### src/rtl/module_leds_rgb_sequencer.sv
// RGB LED pattern sequencer: plays a 4-step {color, duration} table once or looped
// and drives the LED driver's color/we strobes, with an alert override that freezes the pattern.
//
// state | meaning
// IDLE  | no pattern running; color_o holds last issued value
// PLAY  | current step counting down prescaler/tick counters
// ALERT | alert color shown; pattern state frozen, saved_play_q tells where to return
// LOAD  | one cycle: issue STEP[step].color and reload counters
module module_leds_rgb_sequencer #(
    parameter int CLK_HZ  = 10_000_000,
    parameter int TICK_MS = 10
) (
    input  logic        clk_i,
    input  logic        rst_n_i,
    input  logic        we_i,
    input  logic [2:0]  addr_i,
    input  logic [31:0] data_i,
    output logic [31:0] rdata_o,
    input  logic        alert_i,
    output logic [2:0]  color_o,
    output logic        we_o,
    output logic        busy_o,
    output logic        done_o
);

    localparam int TICK_CYC = CLK_HZ / 1000 * TICK_MS;
    localparam int PW       = $clog2(TICK_CYC);
    localparam logic [PW-1:0] PRESC_MAX = PW'(TICK_CYC - 1);

    typedef enum logic [1:0] {
        S_IDLE  = 2'd0,
        S_PLAY  = 2'd1,
        S_ALERT = 2'd2,
        S_LOAD  = 2'd3
    } state_t;

    logic [2:0] step_color_q [4];
    logic [7:0] step_dur_q [4];
    logic [2:0] alert_color_q;
    logic       loop_q;
    logic [1:0] last_q;

    state_t        state_q, state_d;
    logic          saved_play_q, saved_play_d;
    logic [1:0]    step_q, step_d;
    logic [PW-1:0] presc_q, presc_d;
    logic [7:0]    tick_q, tick_d;
    logic [2:0]    color_q, color_d;
    logic          we_q, we_d;
    logic          done_q, done_d;

    logic wr_ctrl, wr_acol, wr_step;
    logic start_cmd, stop_cmd;
    logic last_step, step_fin, tick_end;
    logic [2:0] alert_color_nx;
    logic unused_data_bits;

    assign wr_ctrl   = we_i && (addr_i == 3'd0);
    assign wr_acol   = we_i && (addr_i == 3'd2);
    assign wr_step   = we_i && addr_i[2];
    assign stop_cmd  = wr_ctrl && data_i[2];
    assign start_cmd = wr_ctrl && data_i[0] && !data_i[2];
    assign alert_color_nx = wr_acol ? data_i[2:0] : alert_color_q;
    assign unused_data_bits = ^{data_i[31:16], data_i[7:6], data_i[3]};

    // Non-final steps end one cycle early so the following LOAD cycle completes D*TICK_CYC.
    assign last_step = (step_q >= last_q);
    assign step_fin  = last_step && !loop_q;
    assign tick_end  = (tick_q == 8'd0) &&
                       (step_fin ? (presc_q == '0) : (presc_q <= PW'(1)));

    function automatic logic [7:0] tick_init(input logic [7:0] dur);
        return (dur == 8'd0) ? 8'd0 : dur - 8'd1;
    endfunction

    always_ff @(posedge clk_i or negedge rst_n_i) begin
        if (!rst_n_i) begin
            for (int i = 0; i < 4; i++) begin
                step_color_q[i] <= 3'd0;
                step_dur_q[i]   <= 8'd1;
            end
            alert_color_q <= 3'd1;
            loop_q        <= 1'b0;
            last_q        <= 2'd0;
        end else begin
            if (wr_ctrl) begin
                loop_q <= data_i[1];
                last_q <= data_i[5:4];
            end
            if (wr_acol) begin
                alert_color_q <= data_i[2:0];
            end
            if (wr_step) begin
                step_color_q[addr_i[1:0]] <= data_i[2:0];
                step_dur_q[addr_i[1:0]]   <= data_i[15:8];
            end
        end
    end

    always_ff @(posedge clk_i or negedge rst_n_i) begin
        if (!rst_n_i) begin
            state_q      <= S_IDLE;
            saved_play_q <= 1'b0;
            step_q       <= 2'd0;
            presc_q      <= '0;
            tick_q       <= 8'd0;
            color_q      <= 3'd0;
            we_q         <= 1'b0;
            done_q       <= 1'b0;
        end else begin
            state_q      <= state_d;
            saved_play_q <= saved_play_d;
            step_q       <= step_d;
            presc_q      <= presc_d;
            tick_q       <= tick_d;
            color_q      <= color_d;
            we_q         <= we_d;
            done_q       <= done_d;
        end
    end

    always_comb begin
        state_d      = state_q;
        saved_play_d = saved_play_q;
        step_d       = step_q;
        presc_d      = presc_q;
        tick_d       = tick_q;
        color_d      = color_q;
        we_d         = 1'b0;
        done_d       = done_q;

        case (state_q)
            S_IDLE: begin
                if (start_cmd) begin
                    state_d = S_LOAD;
                    step_d  = 2'd0;
                    done_d  = 1'b0;
                end
            end
            S_LOAD: begin
                if (stop_cmd) begin
                    state_d = S_IDLE;
                    color_d = 3'd0;
                    we_d    = 1'b1;
                end else if (start_cmd) begin
                    step_d = 2'd0;
                    done_d = 1'b0;
                end else begin
                    state_d = S_PLAY;
                    color_d = step_color_q[step_q];
                    we_d    = 1'b1;
                    presc_d = PRESC_MAX;
                    tick_d  = tick_init(step_dur_q[step_q]);
                end
            end
            S_PLAY: begin
                if (stop_cmd) begin
                    state_d = S_IDLE;
                    color_d = 3'd0;
                    we_d    = 1'b1;
                end else if (start_cmd) begin
                    state_d = S_LOAD;
                    step_d  = 2'd0;
                    done_d  = 1'b0;
                end else if (tick_end) begin
                    if (step_fin) begin
                        state_d = S_IDLE;
                        color_d = 3'd0;
                        we_d    = 1'b1;
                        done_d  = 1'b1;
                    end else begin
                        state_d = S_LOAD;
                        step_d  = last_step ? 2'd0 : step_q + 2'd1;
                    end
                end else if (presc_q == '0) begin
                    presc_d = PRESC_MAX;
                    tick_d  = tick_q - 8'd1;
                end else begin
                    presc_d = presc_q - PW'(1);
                end
            end
            S_ALERT: begin
                if (stop_cmd) begin
                    saved_play_d = 1'b0;
                end else if (start_cmd) begin
                    saved_play_d = 1'b1;
                    step_d       = 2'd0;
                    done_d       = 1'b0;
                    presc_d      = PRESC_MAX;
                    tick_d       = tick_init(step_dur_q[0]);
                end
                if (!alert_i) begin
                    state_d = saved_play_d ? S_PLAY : S_IDLE;
                    color_d = saved_play_d ? step_color_q[step_d] : 3'd0;
                    we_d    = 1'b1;
                end else if (wr_acol) begin
                    color_d = data_i[2:0];
                    we_d    = 1'b1;
                end
            end
            default: state_d = S_IDLE;
        endcase

        // Alert overrides whatever the pattern would have done; a pending LOAD is
        // folded into the freeze so the step restarts cleanly on release.
        if (alert_i && (state_q != S_ALERT)) begin
            saved_play_d = (state_d != S_IDLE);
            if (state_d == S_LOAD) begin
                presc_d = PRESC_MAX;
                tick_d  = tick_init(step_dur_q[step_d]);
            end
            state_d = S_ALERT;
            color_d = alert_color_nx;
            we_d    = 1'b1;
        end
    end

    assign color_o = color_q;
    assign we_o    = we_q;
    assign done_o  = done_q;
    assign busy_o  = (state_q == S_LOAD) || (state_q == S_PLAY) ||
                     ((state_q == S_ALERT) && saved_play_q);

    always_comb begin
        rdata_o = 32'd0;
        case (addr_i)
            3'd0: begin
                rdata_o[1]   = loop_q;
                rdata_o[5:4] = last_q;
            end
            3'd1: begin
                rdata_o[0]   = busy_o;
                rdata_o[1]   = done_q;
                rdata_o[5:4] = step_q;
                rdata_o[7:6] = state_q;
            end
            3'd2: rdata_o[2:0] = alert_color_q;
            3'd4, 3'd5, 3'd6, 3'd7: begin
                rdata_o[2:0]  = step_color_q[addr_i[1:0]];
                rdata_o[15:8] = step_dur_q[addr_i[1:0]];
            end
            default: rdata_o = 32'd0;
        endcase
    end

endmodule

### config.mk
export PLATFORM = sky130hd
export DESIGN_NAME = module_leds_rgb_sequencer
export DESIGN_NICKNAME = d
export VERILOG_FILES = /design/src/rtl/module_leds_rgb_sequencer.sv
export SDC_FILE = /design/constraint.sdc
export NUM_CORES = 1
export LEC_CHECK = 0
export BUFFER_PORTS_ARGS = -buffer_cell sky130_fd_sc_hd__clkbuf_2
export CORE_MARGIN = 4
export CORE_UTILIZATION = 55
export CTS_BUF_LIST = sky130_fd_sc_hd__clkbuf_2
export CTS_CLUSTER_SIZE = 10
export DETAILED_ROUTE_END_ITERATION = 10
export PLACE_DENSITY = 0.75
export SKIP_CTS_REPAIR_TIMING = 1
export SLEW_MARGIN = 20
export SYNTH_ARGS = -nofsm -noshare
export SYNTH_HDL_FRONTEND = slang
export SYNTH_SLANG_ARGS = --single-unit
### constraint.sdc
create_clock -name clk_i -period 9.8 [get_ports clk_i]
set_input_delay 1.47 -clock clk_i [delete_from_list [all_inputs] [get_ports clk_i]]
set_output_delay 1.47 -clock clk_i [all_outputs]
set_load 0.01 [all_outputs]
# After elaboration in Yosys (flattened, before gate mapping)
# Index checks and enable logic that the tools add are counted.
dict set report word_totals {
  regBits 85
  in_bits 39
  output_inout_bits 38
  elab_cells 195
}
dict set report classes {
  addsub 6
  n_lt_le_gt_ge 7
  eq_ne 20
  muxes 110
  bitwise 4
  n_reduce_logical 29
}
# operator count
set ops {}
lappend ops {{$mux 17} 10}
lappend ops {{$mux 8} 21}
lappend ops {{$mux 3} 18}
lappend ops {{$pmux 17 s3} 1}
lappend ops {{$bmux 8 s2} 3}
lappend ops {{$mux 2} 18}
lappend ops {{$bwmux 32} 1}
lappend ops {{$logic_not 8->1} 4}
lappend ops {{$sub 8x1->8 const B} 4}
lappend ops {{$pmux 8 s3} 1}
lappend ops {{$mux 1} 22}
lappend ops {{$ne 4x4->1 const B} 5}
lappend ops {{$bmux 3 s2} 3}
lappend ops {{$le 17x1->1 const B} 1}
lappend ops {{$logic_not 17->1} 1}
lappend ops {{$sub 17x1->17 const B} 1}
lappend ops {{$demux 8 s2} 1}
lappend ops {{$pmux 2 s4} 2}
lappend ops {{$bwmux 12} 1}
lappend ops {{$eq 3x3->1 const B} 4}
lappend ops {{$ge 3x3->1 const B} 4}
lappend ops {{$not 2->3} 4}
lappend ops {{$logic_and 1x1->1} 11}
lappend ops {{$pmux 1 s3} 3}
lappend ops {{other kinds (24)} 32}

# Logic depth before layout (Yosys ltp)
# Gate-level depths: netlist (run 1).
dict set report logic_depth {
  word_depth 16
  depth_mapped 18
  mapped_depth_nobuf 15
}

# Worst setup path after synthesis (run 1)
# Ideal clock, no wire load.
dict set report synth_path {
  kind {in2out}
  from {input port addr_i[0]}
  to {output port rdata_o[0]}
  arrival_ns 2.970
  t_required_ns 8.330
  slack_ns 5.360
  stages 5
  path_buffers 2
  path_cell_list {buf_2 buf_1 mux4_2 nand2_1 o21ai_0}
}
dict set report synth_via {
  elab_chain_len 5
  word_cells_on_any_way 12
  cone_classes {6 x eq/ne; 4 x mux; 1 x bitwise; 1 x reduce/logical}
}
# item line
set synth_rtl {}
lappend synth_rtl {{start, declared} 16} ;# input logic [2:0] addr_i,
lappend synth_rtl {{$not 2->3 (not written as such)} 239} ;# rdata_o[2:0] = step_color_q[addr_i[1:0]];
lappend synth_rtl {{$bmux 3 s2} 239}
lappend synth_rtl {{$mux 3 (not written as such) (2 in a row)} 239}
lappend synth_rtl {{$pmux 1 s3 *} 226} ;# case (addr_i)
lappend synth_rtl {{end, declared} 18} ;# output logic [31:0] rdata_o,
# Mark *: on every way between the ends. The rest lies on a longest branch, timed or not. The select of a mux whose other input is x is not followed.

# Worst setup path in the final report (run 1)
dict set report layout_path {
  from {input port addr_i[0]}
  to {register tick_q[7]}
}
dict set report layout_via {
  elab_chain_len 16
  word_cells_on_any_way 39
  cone_classes {1 x add/sub; 1 x eq/ne; 30 x mux; 1 x bitwise; 6 x reduce/logical}
}
# item line
set layout_rtl {}
lappend layout_rtl {{$logic_not 3->1 *} 58} ;# assign wr_ctrl = we_i && (addr_i == 3'd0);
lappend layout_rtl {{$logic_and 1x1->1 *} 58}
lappend layout_rtl {{$logic_and 1x1->1 (2 in a row)} 62} ;# assign start_cmd = wr_ctrl && data_i[0] && !data_i[2];
lappend layout_rtl {{$mux 2} {134, 145, 185}}
lappend layout_rtl {{$mux 2} 141} ;# if (stop_cmd) begin
lappend layout_rtl {{$mux 2} 132} ;# case (state_q)
lappend layout_rtl {{$pmux 2 s4} 132}
lappend layout_rtl {{$not 2->3 (not written as such)} 210} ;# tick_d = tick_init(step_dur_q[step_d]);
lappend layout_rtl {{$bmux 8 s2} 210}
lappend layout_rtl {{$mux 8 (not written as such) (2 in a row)} 210}
lappend layout_rtl {{$sub 8x1->8 / $logic_not 8->1 (equally long branches)} 73} ;# return (dur == 8'd0) ? 8'd0 : dur - 8'd1;
lappend layout_rtl {{$mux 8} 73}
lappend layout_rtl {{$mux 8} 208} ;# if (state_d == S_LOAD) begin
lappend layout_rtl {{$mux 8 *} 206} ;# if (alert_i && (state_q != S_ALERT)) begin
lappend layout_rtl {{named net tick_d[7]} 47} ;# logic [7:0] tick_q, tick_d;
lappend layout_rtl {{end signal, assigned} 115} ;# tick_q <= tick_d;
lappend layout_rtl {{end, declared} 47}
# Mark *: on every way through the listed nets, which the timed path passes. The rest lies on a longest branch. The select of a mux whose other input is x is not followed.
# A chain may end at the register's enable or synchronous reset.

==> qor.yml, run 1 <==
run_status: "completed"
die_area_sq_um: 14100
numPortBuffers: 40
drv_cap: 0
clk_root_buffer_cell: "sky130_fd_sc_hd__clkbuf_2"
antennaDiodeCount: 0
fill_cells: 1048
grt_overflow: 0
setup_viol: 0
drt_first_iter_violations: 641
total_met3_wirelength_after_detailed_routing_mm: 1.33
globalplace.congestion: 0.918
clkSlewWorstSetupHoldPaths_ns: 0.28
num_io_pins: 77
power.share.clock: 0.112
tritoncts_num_sinks: 85
p_leak_nw: 2.82
timing.critical_path.required_ns: 10.35
metal2_wl_mm: 8.38
chipHeight_um: 119
switchingPower_mw: 0.844
slew_viol_final: 0
hold_viol_final: 0
drive_above_1_share: 0.214
worstRegToRegCells: 11
timing.fmax_ghz: 0.202
postSynth.asyncResetShare: 1.00
synth.distinct_cells: 78
post_drt_wl_per_cell_um: 20.2
clock_latency_ns: 0.59
design_power_total_mw: 1.76
global_route_wire_length_before_repair_mm: 30.0
tritoncts: "done"
m1WireLength_mm: 7.99
dr.pass1.iters: 5
internal-power_mw: 0.915
synth_edf_count: 0
multi_input_area_sq_um: 4260
critPathMaxFanout: 21
postRouteAntennaNets: 0
route.vias.total: 6013
finalWorstPathRequiredPeriod_ns: 4.94
crit_path_end_kind: "register"
synth.ff_latch_count: 85
fp.coreArea_sq_um: 12000
via_per_inst: 6.72
unrepaired_setup_endpoints_after_global_routing: "false"
place_hpwl_mm: 12.9
grt_pass1_vias: 5780
reg2reg_slack_ns: 5.13
synth_seq_area_share: 0.316
syn_area_per_cell_sq_um: 9.23
horiz_die_dim_um: 119
floorplan.rows: 40
grt_max_degree: 66
finClkSkew_ns: 0.0494
startpoint_type: "input pin"
clk_path_buf_depth: 2
p_seq_frac: 0.330
yosys_warning_count: 0
nets: 799
sw_frac_of_total: 0.480
vdd_drop_max_mv: 0.111
maxSlewHeadroom: 0.347
drt-total-wl_mm: 18.1
finalSetupTns_ns: 0
syn2layout_area_growth_pct: 4.43
path_class: "in2reg"
floorplan.initialDensity: 0.562
globalRouteTotalUtil: 0.259
final_util: 0.586
timing_worst_slew_pin_value_ns: 0.980
power_density_nw_per_um2: 250
timing.critical_path.arrival_ns: 5.49
drcViolationCount: 0
min_delay_path_depth: 1
synth_flop_cell: "sky130_fd_sc_hd__dfrtp_1"
htree_levels: 3
register_area_sq_um: 2130
p_comb_frac: 0.558
topRoutingLayerUsed: "met4"
syn-cell-area_sq_um: 6750
post_synthesis_cell_count: 731
period_share: 0.504
cts_made_buffers: 9
min_path_type: "reg2reg"
grt_antenna_before_repair: 0
[through the flow]
stage | instances | hold WS, ns | worst slack (ns) | area [sq um]
after floorplan | 747 | 0.461 | 5.36 | 6810
after global placement | 879 | 0.461 | 4.29 | 6930
after detailed placement | 879 | 0.472 | 4.23 | 6930
after CTS | 895 | 0.523 | 4.87 | 7040
after global routing | 895 | 0.561 | 4.57 | 7040
final | 895 | 0.521 | 4.86 | 7040
[layout make-up]
| type | instances | area share |
|---|---|---|
| clock inverters | 5 | 0.00853 |
| well taps | 147 | 0.0261 |
| flip-flops and latches | 85 | 0.303 |
| repair buffers | 49 | 0.0384 |
| inverters | 21 | 0.0112 |
| multi-input cells | 577 | 0.605 |
| clock buffers | 11 | 0.00782 |
[cell families after synthesis]
| group | synth area share |
|---|---|
| xor gates and xnor gates | 0.0221 |
| muxes | 0.198 |
| AOI/OAI and AO/OA | 0.187 |
| DFF | 0.316 |
| and+or+nand+nor | 0.184 |
| buffers and inverters | 0.0607 |
| adders and majority gates | 0.0315 |
| other | 0.000556 |
[state kept, by name, summed over array words and instances, names as in the netlist, 3 cells and up]
| name | cells |
|---|---|
| alert_color_q | 3 |
| tick_q | 8 |
| step_dur_q | 32 |
| presc_q | 17 |
| color_o | 3 |
| step_color_q | 12 |
[power groups by stage]
stage | Sequential, mW | Combinational (mW) | Clock [mW]
6_report | 0.581 | 0.981 | 0.197
4_1_cts | 0.577 | 0.960 | 0.199
5_1_grt | 0.596 | 1.08 | 0.216
3_5_place_dp | 0.585 | 0.954 | 0
3_3_place_gp | 0.575 | 0.929 | 0
2_1_floorplan | 0.528 | 0.766 | 0
[per-layer routing]
layer,track usage,vias to the layer above
li1,-,2730
met1,0.369,2981
met2,0.400,266
met3,0.0392,36
met4,0.0956,0
met5,0,-
[cell usage in the layout (no fill, tap or decap), types with 20 or more instances in the layout]
cell                        n
sky130_fd_sc_hd__nor3_1    26
sky130_fd_sc_hd__nor2_1    62
sky130_fd_sc_hd__mux2i_1   30
sky130_fd_sc_hd__dfrtp_1   80
sky130_fd_sc_hd__inv_1     21
sky130_fd_sc_hd__nand3_1   20
sky130_fd_sc_hd__mux4_2    20
sky130_fd_sc_hd__nand2_1   65
sky130_fd_sc_hd__o21ai_0   39
sky130_fd_sc_hd__a21oi_1   42
sky130_fd_sc_hd__clkbuf_2  50
sky130_fd_sc_hd__mux2_2    52
[synthesized netlist by cell type (all sizes together) (9+ instances only)]
master | count | share of area
dfrtp | 80 | 0.30
nand2 | 65 | 0.036
nor2 | 62 | 0.035
mux2 | 52 | 0.087
a21oi | 42 | 0.031
o21ai | 40 | 0.030
clkbuf | 34 | 0.019
buf | 30 | 0.030
mux2i | 30 | 0.045
nor3 | 27 | 0.021
inv | 21 | 0.012
mux4 | 20 | 0.067
nand3 | 20 | 0.015
ha | 17 | 0.032
a211oi | 11 | 0.012
and2 | 11 | 0.010
nor4 | 10 | 0.011
xnor2 | 9 | 0.012
[worst max-delay path: stages]
cell and delay [ns]:
sky130_fd_sc_hd__clkbuf_2 0.40, sky130_fd_sc_hd__nor4b_4 0.77, sky130_fd_sc_hd__nand3b_1 0.55, sky130_fd_sc_hd__nand3b_1 0.33
sky130_fd_sc_hd__o211ai_4 0.33, sky130_fd_sc_hd__mux2i_1 0.32, sky130_fd_sc_hd__mux2i_1 0.14, sky130_fd_sc_hd__or3b_4 0.47
sky130_fd_sc_hd__or4b_1 0.50, sky130_fd_sc_hd__a31oi_1 0.19
[final timing paths]
check | to | start
max | tick_q[7] | addr_i[0]
min | color_o[2] | color_o[2]
max reg2reg | tick_q[7] | state_q[1]
min reg2reg | color_o[2] | color_o[2]
max in group asynchronous | step_color_q[10] | rst_n_i
min in group asynchronous | step_dur_q[3] | rst_n_i
No activity file was read; power rests on OpenSTA's default activity.
==> run 2, diff against run 1 <==
PLACE_DENSITY = 0.78   (was 0.75)
clock period = 4.07 ns   (was 9.8 ns; I/O delays follow)
==> run 2 against run 1 <==
  * Power rose to 2.5 times the previous value
  * First-iteration DRC count down 6.7%
  * Count of clock-buffer cells in the layout down 1
  * Register-to-register slack worse by 4.9 ns
  * Final area up 3.0%
  * Combinational power rose to 2.5 times the previous value
  * Final cell count up 2.8%
  * Largest cell class unchanged
  * Highest routed layer unchanged
==> qor.yml, run 2 (synthesis gave the netlist of run 1 again) <==
run_status: "completed"
setup_viol: 0  # unchanged
critical_path.n_buffers_inverters: 2  # +1
slew_viol_final: 0  # unchanged
dr.pass1.iters: 5  # unchanged
timing.fmax_ghz: 0.260
global_route_wire_length_before_repair_mm: 30.6  # +2.3%
path_class: "reg2reg"
grt_overflow: 0  # unchanged
finalSetupTns_ns: 0  # unchanged
worstRegToRegCells: 13  # +2
finish.instance_area_sq_um: 7250  # +3.0%
hold_slack_ns: 0.0303  # -0.491 ns
finClkSkew_ns: 0.0404  # -0.00902 ns
syn2layout_area_growth_pct: 7.53
timing.critical_path.required_ns: 4.59  # -5.76 ns
timing_worst_slew_pin_value_ns: 0.839  # -0.141 ns
biggest_regs: "step_dur_q x32, presc_q x17, step_color_q x12"
tritoncts_num_sinks: 85  # unchanged
period_share: 0.946
cp.depth: 13  # +3
drv_cap: 0  # unchanged
critPathLaunch: "presc_q[6]"
cts_made_buffers: 9  # unchanged
clkSlewWorstSetupHoldPaths_ns: 0.26  # -0.02 ns
critPathMaxFanout: 14  # -33%
commonest_cells_after_routing_fill_and_taps_aside: "80 x sky130_fd_sc_hd__dfrtp_1, 65 x sky130_fd_sc_hd__nand2_1, 62 x sky130_fd_sc_hd__nor2_1"
horiz_die_dim_um: 119  # unchanged
vdd_drop_max_mv: 0.287  # +160%
htree_levels: 3  # unchanged
drive_above_1_share: 0.237  # +0.0231
clk_path_buf_depth: 2  # unchanged
numPortBuffers: 40  # unchanged
timing.rr.start: "presc_q[6]"
postRouteAntennaNets: 0  # unchanged
drt-total-wl_mm: 18.8  # +3.7%
floorplan.rows: 40  # unchanged
hold_viol_final: 0  # unchanged
placement.cell_area_sq_um: 7100  # +2.5%
timing.critical_path.to: "tick_q[4]"
crit_path_top_delay_cell: "sky130_fd_sc_hd__or4_4"
post_drt_wl_per_cell_um: 20.4  # +0.90%
layout.cells.most_common: "sky130_fd_sc_hd__dfrtp_1"
path_cells: "or4_4 > nor4_4 > a41oi_1 > a311oi_4 > buf_4 > mux2_2 > ha_1 > inv_1 > nor2_1 > a2bb2oi_1 > xnor2_1 > nand2_1 > a21oi_1"
drcViolationCount: 0  # unchanged
registers.top_by_ff_count: "step_dur_q"
startpoint_type: "register"
critical_path.reg2reg.endpoint: "tick_q[4]"
nets: 823  # +3.0%
fp.coreArea_sq_um: 12000  # unchanged
reg2reg_slack_ns: 0.22  # -4.91 ns
place_hpwl_mm: 13.6  # +5.4%
chipHeight_um: 119  # unchanged
min_path_type: "in2async"
globalplace.congestion: 0.936  # +2.0%
timing.critical_path.arrival_ns: 4.37  # -1.12 ns
num_io_pins: 77  # unchanged
unrepaired_setup_endpoints_after_global_routing: "false"
tritoncts: "done"
finalWorstPathRequiredPeriod_ns: 3.85
grt_pass1_vias: 5961  # +3.1%
floorplan.initialDensity: 0.562  # unchanged
globalRouteTotalUtil: 0.266  # +0.00724
grt_max_degree: 65  # -1.5%
crit_family: "simple AND/OR/NAND/NOR gates"
clock_latency_ns: 0.61  # +0.02 ns
p_leak_nw: 2.96  # +4.8%
design_power_total_mw: 4.41  # +150%
largest_register_ff_count: 32  # unchanged
drt_first_iter_violations: 598  # -6.7%
max_stage_delay_ns: 0.58  # -0.19 ns
maxSlewHeadroom: 0.441  # +0.0938
crit_path_end_kind: "register"
die_area_sq_um: 14100  # unchanged
power_density_nw_per_um2: 608  # +140%
grt_antenna_before_repair: 0  # unchanged
clk_root_buffer_cell: "sky130_fd_sc_hd__clkbuf_2"
route.vias.total: 6154  # +2.3%
via_per_inst: 6.69  # -0.44%
run 2: worst reg2reg max path: stages, from the launching register on:
cell and delay [ns]:
sky130_fd_sc_hd__dfrtp_1 0.51, sky130_fd_sc_hd__or4_4 0.58, sky130_fd_sc_hd__nor4_4 0.46, sky130_fd_sc_hd__a41oi_1 0.26, sky130_fd_sc_hd__a311oi_4 0.30, sky130_fd_sc_hd__buf_4 0.27
sky130_fd_sc_hd__mux2_2 0.43, sky130_fd_sc_hd__ha_1 0.25, sky130_fd_sc_hd__inv_1 0.10, sky130_fd_sc_hd__nor2_1 0.05, sky130_fd_sc_hd__a2bb2oi_1 0.16, sky130_fd_sc_hd__xnor2_1 0.16
sky130_fd_sc_hd__nand2_1 0.09, sky130_fd_sc_hd__a21oi_1 0.15
run 2: cell type report:
type / count / area, sq um
multi-input combinational: 578 / 4280
clock inverter: 6 / 86.3
fill: 991 / 4760
sequential: 85 / 2130
inverter: 21 / 78.8
antenna: 1 / 2.50
clock buffer: 10 / 50.0
timing repair buffer: 72 / 443
tap: 147 / 184
run 2: worst min-delay path by stage:
stage                    start               end  slack, ns  depth (start not counted)
global route           rst_n_i        presc_q[8]       0.05                          1
floorplan              rst_n_i  alert_color_q[1]       0.31                          0
global placement    color_o[0]        color_o[0]       0.46                          1
finish                 rst_n_i        presc_q[6]       0.03                          1
detailed placement  color_o[1]        color_o[1]       0.47                          1
CTS                    rst_n_i       presc_q[12]       0.07                          1
run 2: power by group:
part / switching (mW) / leakage, nW / internal, mW
clock: 0.320 / 0.0843 / 0.207
combinational: 1.43 / 1.82 / 1.05
sequential: 0.318 / 1.05 / 1.09
run 2: stage by stage:
stage / utilization / std cells / setup slack [ns]
after floorplan: - / 747 / 0.240
after global placement: 0.591 / 902 / 0.242
after detailed placement: 0.591 / 902 / 0.126
after CTS: 0.603 / 918 / 0.251
after global routing: 0.604 / 919 / 0.112
final: 0.604 / 920 / 0.220
run 2: routing by layer:
| metal | track usage | routed length [um] |
|---|---|---|
| met1 | 0.365 | 8080 |
| met2 | 0.424 | 8870 |
| met3 | 0.0459 | 1440 |
| met4 | 0.0985 | 377 |
| met5 | 0 | 0 |
==> run 3, diff against run 2 <==
CORE_UTILIZATION = 56   (was 55)
PLACE_DENSITY = 0.79   (was 0.78)
==> run 3 against run 2 <==
  * Register-to-register slack better by 0.05 ns
  * Die area down 1.7%
  * Maximum frequency up 1.4%
  * Utilization up 2.3 points
  * Sequential power about the same
  * Via count up 0.23%
  * Clock power up 2%
  * Worst setup slack better by 0.053 ns
  * The run now ends with negative hold slack left
  * Sequential share of layout area down 0.13 points
  * Global-route usage up 1.1 points
  * Non-clock buffer count up 7
  * Routed wire length up 1.2%
  * Critical endpoint is now tick_q[7]
==> qor.yml, run 3 (synthesis gave the netlist of run 1 again) <==
violations: "negative hold slack"
grt_pass1_vias: 6177  # +3.6%
drive_above_1_share: 0.243  # +0.00588
tritoncts: "done"
drt_first_iter_violations: 646  # +8.0%
biggest_regs: "step_dur_q x32, presc_q x17, step_color_q x12"
layout_setup_ws_ns: 0.273  # +0.0528 ns
vdd_drop_max_mv: 0.309  # +7.5%
via_per_inst: 6.70  # +0.12%
place_hpwl_mm: 13.9  # +2.7%
post_drt_wl_per_cell_um: 20.6  # +1.1%
finClkSkew_ns: 0.0443  # +0.00389 ns
power.share.clock: 0.120  # about the same
syn2layout_area_growth_pct: 8.01
grt_antenna_before_repair: 0  # unchanged
tritoncts_num_sinks: 85  # unchanged
drt-total-wl_mm: 19.0  # +1.2%
internal-power_mw: 2.37  # +1.3%
numPortBuffers: 40  # unchanged
globalRouteTotalUtil: 0.278  # +0.0114
path_class: "reg2reg"
switchingPower_mw: 2.09  # +1.4%
grt_overflow: 0  # unchanged
nets: 829  # +0.73%
timing.fmax_ghz: 0.263  # +1.4%
hold_viol_final: 20  # +20
fp.coreArea_sq_um: 11600  # -3.3%
critPathMaxFanout: 21  # +7
timing.critical_path.arrival_ns: 4.39  # +0.02 ns
dr.pass1.iters: 6  # +1
global_route_wire_length_before_repair_mm: 31.7  # +3.4%
route.vias.total: 6168  # +0.23%
unrepaired_setup_endpoints_after_global_routing: "false"
final_util: 0.627  # +0.0235
die_area_sq_um: 13900  # -1.7%
timing.critical_path.required_ns: 4.67  # +0.08 ns
power_density_nw_per_um2: 613  # +0.91%
slew_viol_final: 0  # unchanged
finalWorstPathRequiredPeriod_ns: 3.80  # -0.0528 ns
globalplace.congestion: 0.939  # +0.29%
htree_levels: 3  # unchanged
registers.top_by_ff_count: "step_dur_q"
clock_latency_ns: 0.64  # +0.03 ns
cts_made_buffers: 9  # unchanged
p_leak_nw: 2.98  # +0.84%
timing_worst_slew_pin_value_ns: 0.884  # +0.0446 ns
clkSlewWorstSetupHoldPaths_ns: 0.28  # +0.02 ns
floorplan.initialDensity: 0.581  # +0.0192
setup_viol: 0  # unchanged
horiz_die_dim_um: 118  # -0.84%
drv_cap: 0  # unchanged
largest_register_ff_count: 32  # unchanged
placement.cell_area_sq_um: 7150  # +0.67%
drcViolationCount: 0  # unchanged
finalSetupTns_ns: 0  # unchanged
sw_frac_of_total: 0.468  # about the same
num_io_pins: 77  # unchanged
layout.cells.most_common: "sky130_fd_sc_hd__dfrtp_1"
finish.instance_area_sq_um: 7290  # +0.45%
antennaDiodeCount: 0  # -1
min_path_type: "in2async"
hold_slack_ns: -0.0476  # -0.0779 ns
crit_path_end_kind: "register"
postRouteAntennaNets: 0  # unchanged
clk_path_buf_depth: 2  # unchanged
p_comb_frac: 0.568  # +0.007
commonest_cells_after_routing_fill_and_taps_aside: "80 x sky130_fd_sc_hd__dfrtp_1, 65 x sky130_fd_sc_hd__nand2_1, 62 x sky130_fd_sc_hd__nor2_1"
clk_root_buffer_cell: "sky130_fd_sc_hd__clkbuf_2"
floorplan.rows: 39  # -2.5%
maxSlewHeadroom: 0.408  # -0.0326
p_seq_frac: 0.312  # -0.007
preCtsSetupSlack_ns: 0.148  # +0.0220 ns
startpoint_type: "register"
chipHeight_um: 118  # -0.84%
period_share: 0.933  # -0.0130
run_status: "complete, but fails checks"
design_power_total_mw: 4.47  # +1.4%
grt_max_degree: 55  # -15%
==> run 3: power by group through the flow <==
stage	clock, mW	combinational [mW]	sequential (mW)
finish	0.538	2.54	1.39
detailed placement	0	2.48	1.40
CTS	0.543	2.49	1.38
global placement	0	2.42	1.37
floorplan	0	1.84	1.27
global route	0.583	2.79	1.43
==> run 3: cell type report <==
cell class	instances	area, sq um
clock buffers	10	50.0
clock inverters	6	86.3
fillers	962	4330
inverters	21	78.8
multi-input cells	577	4260
flip-flops and latches	85	2130
well taps	143	179
repair buffers	79	495
==> run 3: final timing paths <==
| path | cells after the start | slack [ns] | from | end |
|---|---|---|---|---|
| max in group asynchronous | 2 | 3.11 | rst_n_i | step_dur_q[0] |
| worst max register to register | 12 | 0.27 | state_q[1] | tick_q[7] |
| worst min register to register | 1 | 0.52 | color_o[2] | color_o[2] |
| worst min-delay path | 1 | -0.05 | rst_n_i | tick_q[0] |
| min in group clk_i | 3 | 0.17 | data_i[4] | last_q[0] |
| worst max-delay path | 12 | 0.27 | state_q[1] | tick_q[7] |
==> run 3: stage by stage <==
| stage | hold WS (ns) | std cells |
|---|---|---|
| 3_3_place_gp | 0.461 | 905 |
| 6_report | -0.0476 | 921 |
| 2_1_floorplan | 0.315 | 747 |
| 4_1_cts | -0.00494 | 921 |
| 3_5_place_dp | 0.476 | 905 |
| 5_1_grt | 0.0000272 | 921 |
==> run 3: worst max-delay path: stages (launching register included) <==
cell                       delay (ns)
sky130_fd_sc_hd__dfrtp_1         0.55
sky130_fd_sc_hd__inv_1           0.15
sky130_fd_sc_hd__ha_1            0.21
sky130_fd_sc_hd__buf_4           0.17
sky130_fd_sc_hd__or2_2           0.37
sky130_fd_sc_hd__nor2_1          0.23
sky130_fd_sc_hd__nand3b_1        0.20
sky130_fd_sc_hd__o211ai_4        0.32
sky130_fd_sc_hd__mux2i_1         0.22
sky130_fd_sc_hd__mux2i_1         0.21
sky130_fd_sc_hd__or3b_4          0.43
sky130_fd_sc_hd__or4b_1          0.51
sky130_fd_sc_hd__a31oi_1         0.19
==> run 3: metal layers <==
metal | global-route usage | vias up | wire length, um
met5 | 0 | - | 0
met4 | 0.110 | 0 | 493
met3 | 0.0529 | 46 | 1540
met2 | 0.432 | 309 | 8870
met1 | 0.384 | 3026 | 8070
li1 | - | 2787 | -
